**src/rtl/sprite_fetcher.sv**
```systemverilog
// sprite_fetcher: reads a sprite from an SRAM sprite sheet and emits each non-transparent pixel
// at its screen position.
module sprite_fetcher #(
  parameter int          IMG_W     = 640,
  parameter logic [15:0] TRANS_KEY = 16'hF81F
) (
  input  logic        Clk,
  input  logic        Reset_n,
  input  logic        Start,
  input  logic [9:0]  Draw_Idx_In,
  input  logic [9:0]  Width,
  input  logic [9:0]  Height,
  input  logic [9:0]  Dest_X,
  input  logic [9:0]  Dest_Y,
  output logic [9:0]  Draw_Idx,
  input  logic [10:0] SRAM_ADDR_X_Start,
  input  logic [10:0] SRAM_ADDR_Y_Start,
  output logic        Rd_Req,
  output logic [19:0] Rd_Addr,
  input  logic        Rd_Ack,
  input  logic [15:0] Rd_Data,
  output logic        Pix_Valid,
  input  logic        Pix_Ready,
  output logic [9:0]  Pix_X,
  output logic [9:0]  Pix_Y,
  output logic [15:0] Pix_Color,
  output logic        Busy,
  output logic        Done,
  input  logic        Abort
);
  typedef enum logic [2:0] {IDLE, LOOKUP, CHECK, READ, EMIT, DONE} state_t;
  state_t state;
  logic [9:0] w, h, dx, dy, col, row, col_n, row_n;
  logic [10:0] xs, ys;
  logic [19:0] yy, xx;
  logic last_col, last;
  // 640 = 512 + 128, so the row pitch is two shifts and an add
  function automatic logic [19:0] pitch(input logic [19:0] y);
    return (IMG_W == 640) ? (y << 9) + (y << 7) : y * 20'(IMG_W);
  endfunction
  assign yy = 20'(ys) + 20'(row);
  assign xx = 20'(xs) + 20'(col);
  assign Rd_Addr = pitch(yy) + xx;
  assign Pix_X = dx + col;
  assign Pix_Y = dy + row;
  assign last_col = col == w - 10'd1;
  assign last = last_col && row == h - 10'd1;
  assign col_n = last_col ? 10'd0 : col + 10'd1;
  assign row_n = last_col ? row + 10'd1 : row;
  always_ff @(posedge Clk or negedge Reset_n)
    if (!Reset_n) begin
      state <= IDLE;
      {w, h, dx, dy, col, row, Draw_Idx} <= '0;
      {xs, ys} <= '0;
      Pix_Color <= '0;
      {Busy, Done, Rd_Req, Pix_Valid} <= '0;
    end else begin
      Done <= 1'b0;
      if (Abort && state != IDLE) begin
        state <= IDLE;
        {Busy, Rd_Req, Pix_Valid} <= '0;
      end else
        case (state)
          IDLE: if (Start) begin
            {Draw_Idx, w, h, dx, dy} <= {Draw_Idx_In, Width, Height, Dest_X, Dest_Y};
            {col, row} <= '0;
            Busy <= 1'b1;
            state <= LOOKUP;
          end
          LOOKUP: begin
            {xs, ys} <= {SRAM_ADDR_X_Start, SRAM_ADDR_Y_Start};
            state <= CHECK;
          end
          CHECK: if (w == 10'd0 || h == 10'd0) begin
            Done <= 1'b1;
            state <= DONE;
          end else begin
            Rd_Req <= 1'b1;
            state <= READ;
          end
          READ: if (Rd_Ack) begin
            Pix_Color <= Rd_Data;
            if (Rd_Data == TRANS_KEY) begin
              {col, row} <= {col_n, row_n};
              Rd_Req <= !last;
              Done <= last;
              state <= last ? DONE : READ;
            end else begin
              Rd_Req <= 1'b0;
              Pix_Valid <= 1'b1;
              state <= EMIT;
            end
          end
          EMIT: if (Pix_Ready) begin
            {col, row} <= {col_n, row_n};
            Pix_Valid <= 1'b0;
            Rd_Req <= !last;
            Done <= last;
            state <= last ? DONE : READ;
          end
          DONE: begin
            Busy <= 1'b0;
            state <= IDLE;
          end
          default: state <= IDLE;
        endcase
    end
endmodule

```
**config.mk**
```make
export PLATFORM = sky130hd
export DESIGN_NAME = sprite_fetcher
export DESIGN_NICKNAME = d
export VERILOG_FILES = /design/src/rtl/sprite_fetcher.sv
export SDC_FILE = /design/constraint.sdc
export NUM_CORES = 1
export LEC_CHECK = 0
export ABC_AREA = 1
export BUFFER_PORTS_ARGS = -buffer_cell sky130_fd_sc_hd__buf_2
export CAP_MARGIN = 30
export CORE_MARGIN = 2
export CORE_UTILIZATION = 50
export DETAILED_ROUTE_END_ITERATION = 10
export HOLD_SLACK_MARGIN = 0.05
export PLACE_DENSITY = 0.71
export SYNTH_ARGS = -nofsm -noshare
export SYNTH_HDL_FRONTEND = slang
export SYNTH_SLANG_ARGS = --single-unit
```
**constraint.sdc**
```tcl
create_clock -name Clk -period 5.6 [get_ports Clk]
set_clock_uncertainty 0.05 [all_clocks]
set_input_delay 0.84 -clock Clk [delete_from_list [all_inputs] [get_ports Clk]]
set_output_delay 0.84 -clock Clk [all_outputs]
set_load 0.05 [all_outputs]
```
### Word level (Yosys, flattened, before mapping)

Cells that the tools add are included.
W data, S select, Z words.

* multipliers: 0
* $add $sub $neg: 10
* $lt $le $gt $ge: 0
* div/mod/pow operators: 0
* muxes and demuxes: 39
* equal/unequal tests: 17
* bitwise logic cells: 1
* reduce and logical (&&, ||, !) cells: 20
* shifts and indexed selects: 0

Operator list (count)
* $mux W10: 9
* $pmux W10 S3: 2
* $add A11 B10 Y12: 2
* $mux W3: 7
* $add A10 B1 Y10 const B: 2
* $add A10 B10 Y10: 2
* $add A20 B12 Y20: 1
* $add A20 B19 Y20: 1
* $eq A10 B10 Y1: 2
* $logic_not A10 Y1: 2
* $sub A10 B1 Y10 const B: 2
* $eq A16 B16 Y1 const B: 1
* $mux W1: 16
* $ne A3 B3 Y1 const B: 5
* $pmux W3 S5: 1
* $reduce_bool A3 Y1: 4
* $reduce_and A3 Y1: 3
* $ne A2 B2 Y1 const B: 4
* $reduce_and A4 Y1: 2
* $eq A3 B2 Y1 const B: 2
* $eq A3 B3 Y1 const B: 2
* $pmux W1 S3: 2
* $reduce_and A6 Y1: 1
* $pmux W1 S2: 2
* other kinds (8): 10

* RAM bits: 0
* latch bits: 0
* memory bits (read-only): 0
* logic and storage cells: 102
* register bits: 115
* memories: 0
* output and inout port bits: 70

### Longest topological paths before layout

* depth in word-level cells: 8
* mapped depth: 18
* gate-level depth less buffers: 18

### Worst setup path after synthesis

Ideal clock, no wire load.

* kind: flip-flop to output port
* start: register row[0]
* end: output Rd_Addr[18]
* slack: 0.819 ns
* cell stages (with the launch flop): 13
* arrival: 3.891 ns
* path buffers: 0
* cells stage by stage: dfrtp_1 > ha_1 > inv_1 > fa_1 > o31ai_1 > xor2_1 > ha_1 > ha_1 > ha_1 > a21oi_1 > o2111ai_1 > a211oi_1 > xor2_1

* word-level cells in the longest chain between the ends: 3

RTL lines
* from (decl): RTL line 33 `logic [9:0] w, h, dx, dy, col, row, col_n, row_n;`
* from (signal assigned): RTL line 84 `{col, row} <= {col_n, row_n};`
* from (signal assigned): RTL line 95 `{col, row} <= {col_n, row_n};`
* $add A11 B10 Y12: RTL line 41 `assign yy = 20'(ys) + 20'(row);`
* $add A20 B19 Y20: RTL line 39 `return (IMG_W == 640) ? (y << 9) + (y << 7) : y * 20'(IMG_W);`
* $add A20 B12 Y20: RTL line 43 `assign Rd_Addr = pitch(yy) + xx;`
* to (decl): RTL line 19 `output logic [19:0] Rd_Addr,`

No other way between the ends.

### Worst setup path after layout

* start: register row[5]
* end: output Rd_Addr[19]

Same word-level chain as after synthesis.

==> impl_metrics.env <==
export IMPL_layout_common_cells="nand2_1, buf_2, inv_1"
export IMPL_first_global_vias=7025
export IMPL_timing_hold_ws_ns=0.380
export IMPL_die_y_um=131
export IMPL_min_period_over_period=0.931
export IMPL_reg2reg_setup_slack_ns=2.58
export IMPL_numnets_final=1362
export IMPL_final_common_cell="nand2_1"
export IMPL_groute_usage_overall=0.229
export IMPL_die_x_um=131
export IMPL_worst_path_max_fanout=10
export IMPL_grt_antenna_before_repair=2
export IMPL_synth_nets=1197
export IMPL_effective_utilization_at_floorplan=0.511
export IMPL_max_cap_violations=0
export IMPL_grt_start_max_net_pins=75
export IMPL_worst_endpoint_required_ns=4.71
export IMPL_detail_route_vias_per_cell=5.05
export IMPL_syn_to_final_growth_pct=19.8
export IMPL_outcome="finished, final reports clean"
export IMPL_top_level_ports=164
export IMPL_worst_skew_pair_late_latency_ns=0.42
export IMPL_dpl_cell_count=1374
export IMPL_hold_viol_final=0
export IMPL_worst_slew_margin_rel=0.418
export IMPL_synth_cell_types=41
export IMPL_setup_tns_ns=0
export IMPL_setup_viol=0
export IMPL_layout_cells_non_filler=1408
export IMPL_fmaxAchievable_ghz=0.192
export IMPL_die_area_um2=17300
export IMPL_dr_total_vias=7117
export IMPL_ctsLongestPathBuffers=2
export IMPL_fillCellCount=1463
export IMPL_rsz0062_at_grt="no"
export IMPL_synth_avg_cell_area_um2=8.02
export IMPL_ctsHtreeMaxLevel=4
export IMPL_detailedRoute_firstIterationViolations=310
export IMPL_routability_congestion=0.899
export IMPL_globalRouteOverflowTotal=0
export IMPL_cts_buffers=17
export IMPL_cts_hold_buf=0
export IMPL_hpwlAfterDp_um=14900
export IMPL_port_buffers=163
export IMPL_cell_chosen_for_the_clock_root="clkbuf_16"
export IMPL_postRouteWirelength_um=19300
export IMPL_rows=46
export IMPL_grt_pass1_wl_um=32300
export IMPL_critPathLaunchType="register"
export IMPL_yosys_register_bits=115
export IMPL_cts_tree="built"
export IMPL_timing_max_transition_violations_final=0
export IMPL_synth_warning_count=0
export IMPL_design_core_area_um2=15900
export IMPL_netlist_area_um2=8120
export IMPL_post_synth_inst_count=1013
export IMPL_route_antenna_remaining_nets=0
export IMPL_cts_num_sinks=115
export IMPL_route_detailed_wl_per_inst_um=13.7
export IMPL_cp_data_arrival_time_ns=4.32
export IMPL_minimum_clock_period_after_layout_ns=5.21
export IMPL_post_route_cells_drive_above_1_share=0.217
export IMPL_drt_pass1_iter_count=4
export IMPL_worst_pin_slew_ns=0.872
export IMPL_yosysSeqAreaShare=0.354
export IMPL_setup_worst_path_end_class="primary output"
export IMPL_drc=0
export IMPL_hp_class="input port to asynchronous set/reset pin"
export IMPL_path_clk_slew_ns=0.06
export IMPL_setup_worst_path_class="register to primary output"
## final cells by class
class	count	area (um2)	area share
timing repair buffer	167	868	0.0893
tap	216	270	0.0278
clock buffer	19	443	0.0455
clock inverter	13	149	0.0153
sequential	115	2880	0.296
multi-input combinational	752	4650	0.478
antenna	1	2.50	0.000257
inverter	125	469	0.0482
## flip-flops by register name (all words and copies together) (netlist names)
name and count:
Busy 1, Done 1, Draw_Idx 10, Pix_Color 16, Pix_Valid 1, Rd_Req 1, col 10, dx 10
dy 10, h 10, row 10, state 3, w 10, xs 11, ys 11
## Yosys cell counts
| cell type | instances | area, um2 |
|---|---|---|
| nand3b_1 | 4 | 30.0 |
| a21oi_1 | 54 | 270 |
| nor2_2 | 5 | 31.3 |
| mux2_2 | 26 | 293 |
| buf_6 | 3 | 33.8 |
| ha_1 | 81 | 1010 |
| nor2_1 | 60 | 225 |
| clkbuf_1 | 6 | 22.5 |
| o2111ai_1 | 2 | 17.5 |
| nand2_4 | 1 | 11.3 |
| o211ai_1 | 3 | 22.5 |
| o21ai_1 | 4 | 20.0 |
| fa_1 | 9 | 180 |
| nand2_1 | 285 | 1070 |
| nor2_4 | 1 | 11.3 |
| nor3_1 | 12 | 60.1 |
| nor4_1 | 1 | 6.26 |
| xnor3_1 | 1 | 22.5 |
| buf_4 | 7 | 52.6 |
| a211oi_1 | 1 | 7.51 |
| or2_2 | 2 | 12.5 |
| o21ai_0 | 47 | 235 |
| nand3_1 | 53 | 265 |
| inv_2 | 6 | 22.5 |
| nor2_8 | 1 | 20.0 |
| nand4_1 | 15 | 93.8 |
| inv_1 | 119 | 447 |
| o21bai_1 | 2 | 15.0 |
| o21ai_2 | 10 | 87.6 |
| nand3_2 | 2 | 20.0 |
| a21o_1 | 2 | 15.0 |
| buf_2 | 5 | 25.0 |
| nor3_2 | 1 | 10.0 |
| o31ai_1 | 3 | 22.5 |
| dfrtp_1 | 115 | 2880 |
| xor2_1 | 41 | 359 |
| o22ai_2 | 1 | 12.5 |
| and2_4 | 1 | 8.76 |
| nand2_2 | 2 | 12.5 |
| a31oi_1 | 3 | 18.8 |
| xnor2_1 | 16 | 140 |
## metal layers
metal	track usage	vias up	share of wire
met1	0.298	3295	0.46
met3	0.0660	19	0.062
met4	0.0556	2	0.013
met5	0	-	0.00036
met2	0.378	168	0.47
li1	-	3633	-
## path summary, 6_finish.rpt
check	from	endpoint	cells past startpoint
worst max-delay path	row[5]	Rd_Addr[19]	17
worst min-delay path	Reset_n	dx[1]	2
worst max register to register	state[1]	h[9]	11
worst min register to register	Draw_Idx[2]	Draw_Idx[2]	2
max in group asynchronous	Reset_n	row[8]	3
min in group Clk	Draw_Idx[2]	Draw_Idx[2]	2
## worst max-delay path, stage by stage, from the launching register on
cell and delay [ns]:
dfrtp_1 0.50, ha_1 0.41, a21oi_1 0.16, o21ai_0 0.12, a21oi_1 0.22, nor2_1 0.07, nor2_1 0.12, xor2_1 0.18
inv_1 0.09, ha_1 0.28, ha_1 0.30, ha_1 0.38, nand2_1 0.13, nor3_2 0.19, nand4_1 0.11, o211ai_1 0.22
xor2_1 0.15, buf_2 0.27
## through the flow
step	utilization	worst slack [ns]	cell area (um2)
after floorplan	-	0.819	8120
after global placement	0.573	0.920	9100
after detailed placement	0.573	0.759	9100
after CTS	0.610	0.307	9690
after global routing	0.612	0.0703	9720
final	0.612	0.389	9730
## repair_timing
item,4_1_cts,5_1_grt
buffers inserted,0,0
resized for setup,0,1
endpoints found under the setup margin,0,1
hold endpoints to repair,0,0
## kinds of logic (layout without fill, tap and decap cells)
family / count (synthesis) / after routing / synth area share
AO/OA/AOI/OAI: 132 / 132 / 0.0917
XOR/XNOR: 58 / 58 / 0.0642
adder cells (fa/ha/maj): 90 / 90 / 0.147
buffers and inverters: 146 / 324 / 0.0743
flip-flops: 115 / 115 / 0.354
multiplexers: 26 / 26 / 0.0360
other: 0 / 1 / 0
AND/OR/NAND/NOR: 446 / 446 / 0.232
Power is left out: the tool's default activity adds up to more than one toggle a clock period on the data nets, which glitch-free logic cannot reach.
